**config.mk**
```make
export PLATFORM = sky130hd
export DESIGN_NAME = phy_tx_stripe_ser_flat
export DESIGN_NICKNAME = d
export VERILOG_FILES = /design/src/rtl/phy_tx_stripe_ser_if.sv /design/src/rtl/phy_tx_stripe_ser.sv /design/src/flat_wrapper.sv
export SDC_FILE = /design/constraint.sdc
export NUM_CORES = 1
export LEC_CHECK = 0
export ABC_AREA = 0
export BUFFER_PORTS_ARGS = -buffer_cell sky130_fd_sc_hd__buf_2
export CAP_MARGIN = 25
export CORE_MARGIN = 5
export CORE_UTILIZATION = 35
export DETAILED_ROUTE_END_ITERATION = 8
export GPL_TIMING_DRIVEN = 0
export SLEW_MARGIN = 20
export SYNTH_ARGS = -nofsm -noshare
export SYNTH_HDL_FRONTEND = slang
export SYNTH_SLANG_ARGS = --single-unit
```
**constraint.sdc**
```tcl
create_clock -name clk_32f -period 3.3 [get_ports clk_32f]
set_clock_uncertainty 0.15 [all_clocks]
set_input_delay 0.66 -clock clk_32f [delete_from_list [all_inputs] [get_ports clk_32f]]
set_output_delay 0.66 -clock clk_32f [all_outputs]
set_load 0.1 [all_outputs]
```
**src/rtl/phy_tx_stripe_ser_if.sv**
```systemverilog
// -----------------------------------------------------------------------------
// phy_tx_stripe_ser_if
// Word-side handshake plus serial lane outputs of the striping TX back-end.
//   valid_in    : Data_in holds a word to transmit
//   Data_in     : DATA_W-bit word, symbol 0 in the most significant bits
//   ready_out   : word taken on an edge where valid_in & ready_out
//   Data_out    : one serial bit per lane (bit i = lane i)
//   data_active : lanes are shifting a data word rather than idle symbols
//   sync_done   : post-reset idle sync phase has completed
// master = word source / lane sink, slave = the PHY itself.
// -----------------------------------------------------------------------------
interface phy_tx_stripe_ser_if #(
  parameter int DATA_W = 32,
  parameter int LANES  = 2
) ();
  logic              valid_in;
  logic [DATA_W-1:0] Data_in;
  logic              ready_out;
  logic [LANES-1:0]  Data_out;
  logic              data_active;
  logic              sync_done;

  modport master (
    output valid_in, Data_in,
    input  ready_out, Data_out, data_active, sync_done
  );

  modport slave (
    input  valid_in, Data_in,
    output ready_out, Data_out, data_active, sync_done
  );
endinterface

```
**src/rtl/phy_tx_stripe_ser.sv**
```systemverilog
// -----------------------------------------------------------------------------
// phy_tx_stripe_ser
// Transmit PHY back-end: takes DATA_W-bit words over a valid/ready handshake,
// stripes SYM_W-bit symbols round-robin across LANES serial lanes and shifts
// each lane out MSB-first on the single bit clock. Symbol s goes to lane
// s % LANES, slot s / LANES; slot 0 leaves first. When no word is pending the
// lanes carry IDLE_SYM. After reset SYNC_WORDS idle word periods are sent
// before the first word may be accepted.
// Ports:
//   clk_32f : bit clock, all state on the rising edge
//   reset   : asynchronous active-low reset
//   tx      : slave side of phy_tx_stripe_ser_if (handshake, lanes, status)
// DATA_W must be a multiple of LANES*SYM_W; SYNC_WORDS must be at least 1.
// -----------------------------------------------------------------------------
module phy_tx_stripe_ser #(
  parameter int              DATA_W     = 32,
  parameter int              LANES      = 2,
  parameter int              SYM_W      = 8,
  parameter logic [SYM_W-1:0] IDLE_SYM  = 8'hBC,
  parameter int              SYNC_WORDS = 4
) (
  input logic               clk_32f,
  input logic               reset,
  phy_tx_stripe_ser_if.slave tx
);

  localparam int WB     = DATA_W / LANES;   // bits per lane per word = word period
  localparam int SPL    = WB / SYM_W;       // symbols per lane per word
  localparam int CNT_W  = (WB > 1) ? $clog2(WB) : 1;
  localparam int WCNT_W = $clog2(SYNC_WORDS + 1);
  localparam logic [WB-1:0] IDLE_PAT = {SPL{IDLE_SYM}};

  typedef enum logic {
    ST_SYNC,
    ST_ACTIVE
  } state_t;

  state_t              r_state;
  state_t              w_state_nxt;
  logic [CNT_W-1:0]    r_bit_cnt;
  logic [WCNT_W-1:0]   r_word_cnt;
  logic                r_hold_full;
  logic [DATA_W-1:0]   r_hold;
  logic [WB-1:0]       r_sh [LANES];
  logic                r_data_active;
  logic                r_sync_done;

  logic                w_ld;
  logic                w_sync_last;
  logic                w_ready;
  logic                w_accept;
  logic [WB-1:0]       w_stripe [LANES];
  logic [LANES-1:0]    w_dout;

  // Word boundary: the shifters reload on the edge that ends a word period.
  assign w_ld        = (r_bit_cnt == CNT_W'(WB - 1));
  assign w_sync_last = w_ld && (r_word_cnt == WCNT_W'(SYNC_WORDS - 1));
  assign w_accept    = tx.valid_in & w_ready;

  // Next state and handshake. ready is combinational so a word can enter the
  // hold register on the very edge that moves the previous word to the lanes,
  // which is what keeps back-to-back words gap-free.
  always_comb begin
    w_state_nxt = r_state;
    w_ready     = 1'b0;
    case (r_state)
      ST_SYNC: begin
        if (w_sync_last) w_state_nxt = ST_ACTIVE;
      end
      ST_ACTIVE: begin
        w_ready = ~r_hold_full | w_ld;
      end
      default: begin
        w_state_nxt = ST_SYNC;
      end
    endcase
  end

  // Distribute the held word into per-lane shift images, slot 0 at the MSB.
  always_comb begin
    for (int l = 0; l < LANES; l++) begin
      w_stripe[l] = '0;
      for (int k = 0; k < SPL; k++) begin
        w_stripe[l][WB-1-k*SYM_W -: SYM_W] = r_hold[DATA_W-1-(k*LANES+l)*SYM_W -: SYM_W];
      end
    end
  end

  // Control and lane shifters. The shifters are preset to the idle pattern so
  // the lanes show idle bit 7 during reset; the first edge after release
  // shifts, so lanes resume at idle bit 6 and any partial word is lost.
  always_ff @(posedge clk_32f or negedge reset) begin
    if (!reset) begin
      r_state       <= ST_SYNC;
      r_bit_cnt     <= '0;
      r_word_cnt    <= '0;
      r_hold_full   <= 1'b0;
      r_data_active <= 1'b0;
      r_sync_done   <= 1'b0;
      for (int l = 0; l < LANES; l++) r_sh[l] <= IDLE_PAT;
    end else begin
      r_state   <= w_state_nxt;
      r_bit_cnt <= w_ld ? '0 : r_bit_cnt + 1'b1;

      if (r_state == ST_SYNC && w_ld) r_word_cnt <= r_word_cnt + 1'b1;
      if (r_state == ST_SYNC && w_sync_last) r_sync_done <= 1'b1;

      // Accept wins over the ld clear: on a shared edge the old word leaves
      // for the lanes and the new one takes its place in hold.
      if (w_accept)  r_hold_full <= 1'b1;
      else if (w_ld) r_hold_full <= 1'b0;

      if (w_ld) r_data_active <= r_hold_full;

      for (int l = 0; l < LANES; l++) begin
        if (w_ld) r_sh[l] <= r_hold_full ? w_stripe[l] : IDLE_PAT;
        else      r_sh[l] <= r_sh[l] << 1;
      end
    end
  end

  // Hold word payload; only meaningful while r_hold_full is set.
  always_ff @(posedge clk_32f) begin
    if (w_accept) r_hold <= tx.Data_in;
  end

  always_comb begin
    for (int l = 0; l < LANES; l++) w_dout[l] = r_sh[l][WB-1];
  end

  assign tx.Data_out    = w_dout;
  assign tx.ready_out   = w_ready;
  assign tx.data_active = r_data_active;
  assign tx.sync_done   = r_sync_done;

endmodule

```
**src/flat_wrapper.sv**
```systemverilog
// flat-port wrapper written by rule: the top's interface ports become plain ports
module phy_tx_stripe_ser_flat 
#(
  parameter int              DATA_W     = 32,
  parameter int              LANES      = 2,
  parameter int              SYM_W      = 8,
  parameter logic [SYM_W-1:0] IDLE_SYM  = 8'hBC,
  parameter int              SYNC_WORDS = 4
)
  (clk_32f, reset, tx_valid_in, tx_Data_in, tx_ready_out, tx_Data_out, tx_data_active, tx_sync_done);
  phy_tx_stripe_ser_if #(.DATA_W(DATA_W), .LANES(LANES)) tx_i ();
  input logic clk_32f;
  input logic reset;
  input wire logic [$bits(tx_i.valid_in)-1:0] tx_valid_in;
  input wire logic [$bits(tx_i.Data_in)-1:0] tx_Data_in;
  output wire logic [$bits(tx_i.ready_out)-1:0] tx_ready_out;
  output wire logic [$bits(tx_i.Data_out)-1:0] tx_Data_out;
  output wire logic [$bits(tx_i.data_active)-1:0] tx_data_active;
  output wire logic [$bits(tx_i.sync_done)-1:0] tx_sync_done;
  assign tx_i.valid_in = tx_valid_in;
  assign tx_i.Data_in = tx_Data_in;
  assign tx_ready_out = tx_i.ready_out;
  assign tx_Data_out = tx_i.Data_out;
  assign tx_data_active = tx_i.data_active;
  assign tx_sync_done = tx_i.sync_done;
  phy_tx_stripe_ser #(.DATA_W(DATA_W), .LANES(LANES), .SYM_W(SYM_W), .IDLE_SYM(IDLE_SYM), .SYNC_WORDS(SYNC_WORDS)) u_core (.clk_32f(clk_32f), .reset(reset), .tx(tx_i));
endmodule
```
# [Yosys cells after proc, flatten, opt, wreduce, memory -nomap -nowiden]
# Cells that the tools add are included.
[classes] n_mux=10 addsub=2 n_reduce_logical=4 eq_ne=2 bitwise=4
[ops] cell="two-way mux 16 bit" count=4
[ops] cell="two-way mux 1 bit" count=5
[ops] cell="adder 4 x 1 -> 4 bit (second input constant)" count=1
[ops] cell="equality test 4 bit (second input constant)" count=1
[ops] cell="two-way mux 4 bit" count=1
[ops] cell="adder 3 x 1 -> 3 bit (second input constant)" count=1
[ops] cell="equality test 3 x 2 -> 1 bit (second input constant)" count=1
[ops] cell="logical AND 1 bit" count=3
[ops] cell="NOT 1 bit" count=2
[ops] cell="nonzero test 2 bit" count=1
[ops] cell="bitwise AND 1 bit" count=1
[ops] cell="OR 1 bit" count=1
[word_totals] register_bits=75 wordCells=31

# [Depth between registers and ports, before layout]
# Gate-level depths: netlist of run 1.
[logic_depth] depth_word=5 mapped_depth=6 ltp_nobuf=3

# [Worst setup path before layout of run 1]
# Ideal clock, no wire load.
[synth_timing] path_type="register -> output" start="register u_core.r_bit_cnt[0]" end="output port tx_ready_out" slack_ns=0.242 path_buffers=1 stages_incl_launch_ff=5 t_required_ns=2.490 arrival_time_ns=2.248 path_cell_list="dfrtp_1 ha_1 buf_2 nand3_1 a21oi_1"
[synth_between] elab_chain_cells=3
[synth_lines] item="from (decl)" line="phy_tx_stripe_ser.sv:40" rtl="logic [CNT_W-1:0] r_bit_cnt;"
[synth_lines] item="from (signal assigned)" line="phy_tx_stripe_ser.sv:103" rtl="r_bit_cnt <= w_ld ? '0 : r_bit_cnt + 1'b1;"
[synth_lines] item="equality test 4 bit" line="phy_tx_stripe_ser.sv:56" rtl="assign w_ld = (r_bit_cnt == CNT_W'(WB - 1));"
[synth_lines] item="OR 1 bit" line="phy_tx_stripe_ser.sv:71" rtl="w_ready = ~r_hold_full | w_ld;"
[synth_lines] item="two-way mux 1 bit" line="phy_tx_stripe_ser.sv:66" rtl="case (r_state)"
[synth_lines] item="to (decl)" line="flat_wrapper.sv:16" rtl="output wire logic [$bits(tx_i.ready_out)-1:0] tx_ready_out;"
# No other way between the ends.

# [Worst setup path in the final report of run 1]
# Same ends and word-level chain as after synthesis.

==> flow_metrics.env, run 1 <==
export IMPL_io_pins=40
export IMPL_synth_top_area_cell="edfxtp_1"
export IMPL_rows=33
export IMPL_clockRootBuffer="clkbuf_8"
export IMPL_grt_pass1_vias=1768
export IMPL_clk_pin_slew_ps=70
export IMPL_gr_total_overflow=0
export IMPL_rsz0062_at_grt="false"
export IMPL_synthToLayoutAreaGrowth_pct=19.46
export IMPL_final_common_cell="buf_2"
export IMPL_p_leak_uw=0.001476
export IMPL_final_cell_mix="buf_2 (44), a31oi_1 (40), inv_1 (34)"
export IMPL_synth_cell_types=27
export IMPL_num_antenna_cells=0
export IMPL_grt_pass1_wl_um=8404
export IMPL_cts_hold_buf=0
export IMPL_setup_viol=0
export IMPL_core_area_um2=8134
export IMPL_grt_util_all_layers=0.1079
export IMPL_syn_area_per_cell_um2=13.65
export IMPL_num_vias=1736
export IMPL_wl_per_cell_um=13.76
export IMPL_clock_latency_ps=340
export IMPL_initial_core_util=0.3558
export IMPL_rr_startpoint="u_core.r_bit_cnt[0]$_DFF_PN0_"
export IMPL_cts_resized=0
export IMPL_fin_ws_ps=577.2
export IMPL_ant_nets=0
export IMPL_cts_buffers_inserted=9
export IMPL_seq_area_frac_synth=0.7125
export IMPL_postLayoutCellArea_um2=3457
export IMPL_netlist_area_um2=2894
export IMPL_ff2ff_setup_slack_ps=1170
export IMPL_cp_data_arrival_time_ps=1910
export IMPL_io_buffers=39
export IMPL_synth_edf_count=32
export IMPL_worst_pin_slew_ps=582.4
export IMPL_fin_hold_ws_ps=20.48
export IMPL_holdCritPathClass="in2async"
export IMPL_synth_fp_nets=250
export IMPL_fin_crit_ps=2723
export IMPL_status="complete, no violations"
export IMPL_ir_drop_uv=219.2
export IMPL_grt_max_degree=44
export IMPL_yosys_top_cells_area="edfxtp_1 (33%), dfrtp_1 (20%), dfstp_2 (18%)"
export IMPL_cts_tree="done"
export IMPL_cp_max_fo=7
export IMPL_syn_inst=212
export IMPL_first_iter_violations=95
export IMPL_drt_total_wl_um=5145
export IMPL_startpoint="u_core.r_bit_cnt[0]$_DFF_PN0_"
export IMPL_dr_pass1_iters=4
export IMPL_clk_path_buf_depth=2
export IMPL_min_period_over_period=0.8251
export IMPL_dpl_cell_area_um2=3259
export IMPL_chipWidth_um=100.9
export IMPL_antenna_found_initial=0
export IMPL_layout_nets=302
export IMPL_synthFlopType="edfxtp_1"
export IMPL_synthArstFlopShare=0.5733
export IMPL_synth_warning_count=0
export IMPL_synth_seq_cells=75
export IMPL_cts_setup_buffers=0
export IMPL_p_per_area_nw_per_um2=480.2
export IMPL_slew_headroom=0.6109
export IMPL_die_area_um2=10190
export IMPL_crit_required_ps=2490
export IMPL_drv_cap=0
export IMPL_place_congestion=0.7508
export IMPL_critPathLaunchType="flip-flop"
export IMPL_dpl_hpwl_um=3398
export IMPL_dp_slack_ps=947.7
export IMPL_synth_top_cell_area_share=0.3320
export IMPL_die_y_um=100.9
export IMPL_final_layout_size_suffix_gt1_frac=0.3271
export IMPL_hold_viol=0
export IMPL_drc=0
export IMPL_end_kind="primary output"
export IMPL_power_total_uw=1660
export IMPL_clock_sinks=75
export IMPL_timing_fmax_ghz=0.3673
export IMPL_drv_slew=0
export IMPL_vias_per_cell=4.642
export IMPL_htreeDepth=3
export IMPL_worstSetupPathType="reg2out"
## area by class of cell
type                    count  area, um^2
plain buffers              19       122.6
fillers                   783        4677
well taps                 105       131.4
inverters                  34       127.6
clock inverters             3       38.79
clock buffers              13       138.9
repair buffers             41       242.7
flip-flops and latches     75        2062
multi-input cells          84       593.1
## synth_stat cells (3+ instances only)
cell type / count
nand2_1: 12
inv_1: 34
dfstp_2: 20
dfrtp_1: 23
buf_2: 5
mux2i_1: 11
edfxtp_1: 32
buf_6: 5
clkbuf_1: 7
a31oi_1: 40
ha_1: 3
## power breakdown
group | switching [uW] | internal [uW]
combinational | 15.0 | 16.2
sequential | 0 | 975
clock | 307 | 347
total | 322 | 1340
## worst max-delay path: stages (launching register included)
cell and delay, ps:
dfrtp_1 390, ha_1 150, buf_2 160, nand3_1 190, a21oi_1 220, buf_2 450
## kinds of logic after synthesis
logic type / synth area share
buffers and inverters: 0.08646
AOI/OAI and AO/OA: 0.1007
DFF: 0.7125
xor gates and xnor gates: 0.006054
muxes: 0.04583
adders and majority gates: 0.01297
and+or+nand+nor: 0.03545
## path summary, 6_finish.rpt
kind	end	depth (start not counted)
min	u_core.tx.data_active$_DFFE_PN0P_	1
max reg2reg	u_core.r_hold[17]$_DFFE_PP_	5
max	tx_ready_out	5
min in group clk_32f	u_core.tx.sync_done$_DFFE_PN0P_	1
max in group asynchronous	u_core.r_sh[5]$_DFF_PN1_	2
min reg2reg	u_core.tx.sync_done$_DFFE_PN0P_	1
## metrics by stage
step | setup TNS (ps) | util | cells
final | 0 | 0.4250 | 374
after floorplan | 0 | - | 212
after CTS | 0 | 0.4226 | 373
after detailed placement | 0 | 0.4007 | 357
after global routing | 0 | 0.4250 | 374
after global placement | -13610 | 0.3959 | 356
## routing by layer
layer,up-vias,global-route usage,share of wire
met4,0,0.05521,0.021
met5,-,0,0
li1,839,-,-
met3,8,0.03114,0.062
met2,55,0.1605,0.46
met1,834,0.1430,0.45
## registers in the layout, indices dropped and copies added, names as in the netlist, 2 cells and up
register,count
u_core.r_word_cnt,3
u_core.tx.Data_out,2
u_core.r_hold,32
u_core.r_bit_cnt,4
u_core.r_sh,30
Power figures use the tool's default switching activity.
==> run 2, diff against run 1 <==
Settings changed: ABC_AREA 0 to 1.
Clock period 3.3 ns to 2.47 ns, I/O delays scaled along.
==> flow_metrics.env, run 2 <==
export IMPL_cp_max_fo=10
export IMPL_seq_area_frac_synth=0.7364
export IMPL_critPathLaunchType="flip-flop"
export IMPL_fin_cells=380
export IMPL_reg2reg_to="u_core.r_hold[9]$_DFFE_PP_"
export IMPL_synth_warning_count=0
export IMPL_dpl_cell_area_um2=3158
export IMPL_timing_fmax_ghz=0.4267
export IMPL_initial_core_util=0.3605
export IMPL_io_pins=40
export IMPL_cp_data_arrival_time_ps=1700
export IMPL_holdCritPathClass="in2async"
export IMPL_drv_slew=0
export IMPL_yosys_area_share_simple=0.1452
export IMPL_num_antenna_cells=0
export IMPL_intPower_uw=1990
export IMPL_synth_adder_area_share=0.01340
export IMPL_synthFlopType="edfxtp_1"
export IMPL_chipWidth_um=99.45
export IMPL_end_kind="primary output"
export IMPL_drv_cap=0
export IMPL_postLayoutCellArea_um2=3426
export IMPL_grt_util_all_layers=0.1071
export IMPL_netlist_area_um2=2800
export IMPL_clock_sinks=75
export IMPL_yosys_top_cells_area="edfxtp_1 (34%), dfrtp_1 (21%), dfstp_2 (19%)"
export IMPL_dp_cells=363
export IMPL_ff2ff_setup_slack_ps=450
export IMPL_synthMuxAreaShare=0
export IMPL_rr_startpoint="u_core.r_bit_cnt[0]$_DFF_PN0_"
export IMPL_synth_cell_types=20
export IMPL_htreeDepth=3
export IMPL_slowest_delay_ps=380
export IMPL_synth_edf_count=32
export IMPL_min_period_over_period=0.9488
export IMPL_p_leak_uw=0.001543
export IMPL_rows=32
export IMPL_clockRootBuffer="clkbuf_8"
export IMPL_clk_path_buf_depth=2
export IMPL_cts_setup_buffers=0
export IMPL_reg_top3="u_core.r_hold x32, u_core.r_sh x30, u_core.r_bit_cnt x4"
export IMPL_path_buf_inv=3
export IMPL_crit_required_ps=1830
export IMPL_die_area_um2=9889
export IMPL_synth_seq_cells=75
export IMPL_drc=0
export IMPL_vias_per_cell=4.350
export IMPL_ant_nets=0
export IMPL_synth_top_family_by_area="simple AND/OR/NAND/NOR gates"
export IMPL_die_y_um=99.45
export IMPL_slowest_stage="dfrtp_1"
export IMPL_final_layout_size_suffix_gt1_frac=0.3633
export IMPL_crit_family="buffers and inverters"
export IMPL_dpl_hpwl_um=3344
export IMPL_wl_per_cell_um=12.98
export IMPL_layout_nets=311
export IMPL_grt_pass1_vias=1685
export IMPL_synthToLayoutAreaGrowth_pct=22.34
export IMPL_status="finished with violations"
export IMPL_slew_headroom=0.6338
export IMPL_core_area_um2=7767
export IMPL_dp_slack_ps=260.7
export IMPL_yosysMostFrequentCell="nand2_1"
export IMPL_ir_drop_uv=288.3
export IMPL_grt_max_degree=44
export IMPL_synth_common_cells="nand2_1 (65), edfxtp_1 (32), nor2_1 (24)"
export IMPL_fin_crit_ps=2344
export IMPL_synth_compound_area_frac=0.05719
export IMPL_clock_power_share=0.447
export IMPL_final_common_cell="nand2_1"
export IMPL_multi_input_area_um2=623.1
export IMPL_rsz0062_at_grt="false"
export IMPL_worstSetupPathType="reg2out"
export IMPL_violations="negative hold slack"
export IMPL_num_vias=1653
export IMPL_setup_viol=0
export IMPL_clk_pin_slew_ps=70
export IMPL_p_sw_frac=0.1828
export IMPL_fillers=747
export IMPL_reg2reg_depth=7
export IMPL_p_per_area_nw_per_um2=710.7
export IMPL_dr_pass1_iters=4
export IMPL_fin_ws_ps=126.4
export IMPL_place_congestion=0.7514
export IMPL_antenna_found_initial=0
export IMPL_first_iter_violations=85
export IMPL_syn_inst=221
export IMPL_syn_area_per_cell_um2=12.67
export IMPL_gr_total_overflow=0
export IMPL_grt_pass1_wl_um=8135
export IMPL_fin_hold_ws_ps=-14.37
export IMPL_drt_total_wl_um=4933
export IMPL_clock_latency_ps=340
export IMPL_cts_buffers_inserted=9
export IMPL_largest_reg_flops=32
export IMPL_synthArstFlopShare=0.5733
export IMPL_worst_pin_slew_ps=549.3
export IMPL_finalSetupTns_ps=0
export IMPL_startpoint="u_core.r_bit_cnt[0]$_DFF_PN0_"
export IMPL_regArea_um2=2062
export IMPL_cts_tree="done"
export IMPL_synth_xor_area_frac=0.003128
export IMPL_pwr_share_seq=0.535
export IMPL_synth_fp_nets=259
export IMPL_synth_top_area_cell="edfxtp_1"
export IMPL_final_cell_mix="nand2_1 (65), buf_2 (39), edfxtp_1 (32)"
export IMPL_switching_power_uw=445.2
export IMPL_comb_power_share=0.019
export IMPL_crit_chain="ha_2, nand3_2, buf_6, nand2_1, nand2_1, inv_1, buf_6"
export IMPL_regMostFlops="u_core.r_hold"
export IMPL_hold_viol=16
export IMPL_cts_hold_buf=0
export IMPL_io_buffers=39
export IMPL_synth_top_cell_area_share=0.3432
[run 2: logic make-up (layout without fill, tap and decap cells)]
kind of cell | after synthesis | after routing
xor gates and xnor gates | 1 | 1
adders and majority gates | 3 | 3
AOI/OAI and AO/OA | 23 | 23
DFF | 75 | 75
buffers and inverters | 20 | 77
and+or+nand+nor | 99 | 99
[run 2: metrics by stage]
step,util,power (uW)
4_1_cts,0.4367,2462
5_1_grt,0.4410,2527
3_5_place_dp,0.4066,1368
6_report,0.4410,2435
2_1_floorplan,-,1327
3_3_place_gp,0.4024,1367
[run 2: timing repair]
item                                    4_1_cts  5_1_grt
endpoints found under the hold margin         0        0
endpoints found under the setup margin        1        1
gates resized for setup                       1        2
[run 2: layout make-up]
type,instances,share of cell area
buffer,10,0.02557
clock inverter,6,0.03031
timing repair buffer,41,0.07487
inverter,10,0.01096
multi-input combinational,126,0.1819
clock buffer,10,0.03725
sequential,75,0.6019
tap,102,0.03725
[run 2: power by group through the flow]
stage                     sequential (uW)  clock [uW]  combinational, uW
final                                1300        1090               45.2
after global routing                 1300        1170               52.9
after CTS                            1300        1120               42.0
after detailed placement             1330           0               41.6
after global placement               1330           0               40.7
after floorplan                      1330           0              0.574
[run 2: metal layers]
layer,part of all wire,track usage,up-vias,wire length (um)
li1,-,-,823,-
met1,0.47,0.1471,780,2321
met5,0,0,-,0
met3,0.055,0.03647,11,269
met2,0.46,0.1498,39,2250
met4,0.018,0.05567,0,91
[run 2: how the worst max path moves through the flow]
stage | to | depth (start not counted)
final | tx_ready_out | 7
after global placement | u_core.r_hold[12]$_DFFE_PP_ | 6
after detailed placement | tx_ready_out | 7
after CTS | tx_ready_out | 7
after floorplan | u_core.r_hold[0]$_DFFE_PP_ | 6
after global routing | tx_ready_out | 7
==> run 3, diff against run 2 <==
Settings changed: CORE_MARGIN 5 to 2, RECOVER_POWER set to 25.
Clock period 2.47 ns to 2.8 ns, I/O delays scaled along.
==> flow_metrics.env, run 3 (synthesis results as in run 2) <==
export IMPL_slowest_stage="buf_2"
export IMPL_p_sw_frac=0.2096
export IMPL_pwr_share_seq=0.576
export IMPL_intPower_uw=1576
export IMPL_gr_usage_met3=0.04915
export IMPL_p_per_area_nw_per_um2=590.4
export IMPL_drv_slew=0
export IMPL_cts_hold_buf=0
export IMPL_critPathLaunchType="flip-flop"
export IMPL_multi_input_area_um2=620.6
export IMPL_crit_required_ps=2090
export IMPL_grt_pass1_wl_um=8135
export IMPL_power_total_uw=1994
export IMPL_antenna_found_initial=0
export IMPL_fin_crit_ps=2631
export IMPL_io_pins=40
export IMPL_setup_viol=0
export IMPL_crit_top_cell="nand2_1"
export IMPL_reg_top3="u_core.r_hold x32, u_core.r_sh x30, u_core.r_bit_cnt x4"
export IMPL_largest_reg_flops=32
export IMPL_wl_per_cell_um=12.92
export IMPL_switching_power_uw=417.9
export IMPL_cp_max_fo=10
export IMPL_num_vias=1648
export IMPL_final_cell_mix="nand2_1 (65), buf_2 (39), edfxtp_1 (32)"
export IMPL_cts_buffers_inserted=9
export IMPL_place_congestion=0.7075
export IMPL_comb_power_share=0.020
export IMPL_rsz0062_at_grt="false"
export IMPL_clock_latency_ps=360
export IMPL_clk_pin_slew_ps=90
export IMPL_ant_nets=0
export IMPL_grt_use_met1=0.1761
export IMPL_regArea_um2=2062
export IMPL_worst_pin_slew_ps=1287
export IMPL_initial_core_util=0.3624
export IMPL_timing_fmax_ghz=0.3801
export IMPL_io_buffers=39
export IMPL_holdCritPathClass="in2reg"
export IMPL_hold_viol=0
export IMPL_clockRootBuffer="clkbuf_8"
export IMPL_final_layout_size_suffix_gt1_frac=0.3633
export IMPL_final_common_cell="nand2_1"
export IMPL_chipWidth_um=93.45
export IMPL_layout_nets=311
export IMPL_dr_pass1_iters=4
export IMPL_worstSetupPathType="reg2out"
export IMPL_cts_tree="done"
export IMPL_slowest_delay_ps=420
export IMPL_status="complete, no violations"
export IMPL_met2_usage=0.1757
export IMPL_rows=32
export IMPL_vias_per_cell=4.337
export IMPL_cts_resized=0
export IMPL_p_leak_uw=0.001518
export IMPL_cts_setup_buffers=0
export IMPL_dpl_hpwl_um=3170
export IMPL_clock_power_share=0.404
export IMPL_dpl_cell_area_um2=3158
export IMPL_regMostFlops="u_core.r_hold"
export IMPL_die_y_um=93.45
export IMPL_drc=0
export IMPL_postLayoutCellArea_um2=3377
export IMPL_core_area_um2=7727
export IMPL_clk_path_buf_depth=2
export IMPL_grt_max_degree=44
export IMPL_min_period_over_period=0.9397
export IMPL_htreeDepth=3
export IMPL_post_route_util=0.4370
export IMPL_die_area_um2=8732
export IMPL_gr_total_overflow=0
export IMPL_grt_busiest_layer="met1"
export IMPL_cp_data_arrival_time_ps=1920
export IMPL_drv_cap=0
export IMPL_finalSetupTns_ps=0
export IMPL_crit_chain="ha_1, nand3_2, buf_6, nand2_1, nand2_1, inv_1, buf_2"
export IMPL_grt_pass1_vias=1665
export IMPL_num_antenna_cells=0
export IMPL_end_kind="primary output"
export IMPL_grt_util_all_layers=0.1257
export IMPL_fillers=743
export IMPL_first_iter_violations=56
export IMPL_clock_sinks=75
export IMPL_ir_drop_uv=326.9
export IMPL_drt_total_wl_um=4911
export IMPL_synthToLayoutAreaGrowth_pct=20.60
export IMPL_slew_headroom=0.1419
run 3: area by class of cell:
| cell class | count | area share |
|---|---|---|
| sequential | 75 | 0.6106 |
| clock inverter | 7 | 0.02038 |
| inverter | 10 | 0.01112 |
| buffer | 10 | 0.02594 |
| timing repair buffer | 41 | 0.07373 |
| clock buffer | 9 | 0.03668 |
| tap | 102 | 0.03779 |
| multi-input combinational | 126 | 0.1838 |
run 3: final timing paths:
path	start	endpoint	depth (start not counted)	slack, ps
worst max-delay path	u_core.r_bit_cnt[0]$_DFF_PN0_	tx_ready_out	7	170
worst min-delay path	tx_Data_in[28]	u_core.r_hold[28]$_DFFE_PP_	1	220
worst max register to register	u_core.r_bit_cnt[0]$_DFF_PN0_	u_core.r_hold[13]$_DFFE_PP_	7	710
worst min register to register	u_core.r_hold[25]$_DFFE_PP_	u_core.r_sh[25]$_DFF_PN0_	2	290
max in group asynchronous	reset	u_core.r_sh[7]$_DFF_PN1_	2	1380
min in group asynchronous	reset	u_core.r_sh[22]$_DFF_PN0_	1	320
run 3: critical path, delay by kind of cell, from the launching register on:
kind | cells | cell delay (ps)
flip-flops | 1 | 370
adder cells (fa/ha/maj) | 1 | 250
buffers and inverters | 3 | 660
AND/OR/NAND/NOR | 3 | 300
run 3: power by group through the flow:
stage	clock (uW)	sequential, uW	combinational [uW]
floorplan	0	1170	0.507
global placement	0	1170	35.3
detailed placement	0	1170	36.3
CTS	833	1150	36.6
global route	885	1150	44.9
finish	806	1150	39.5
run 3: stage by stage:
step	cells	hold WS, ps	setup WS, ps
floorplan	221	114.4	463.3
global placement	362	277.6	-10.74
detailed placement	363	287.1	534.4
CTS	379	204.7	137.2
global route	380	195.7	42.55
finish	380	221.7	169.0
run 3: per-layer routing:
metal	share of wire	wire length, um	up-vias
li1	-	-	822
met1	0.48	2357	783
met2	0.46	2240	35
met3	0.048	238	8
met4	0.015	75	0
met5	0	0	-
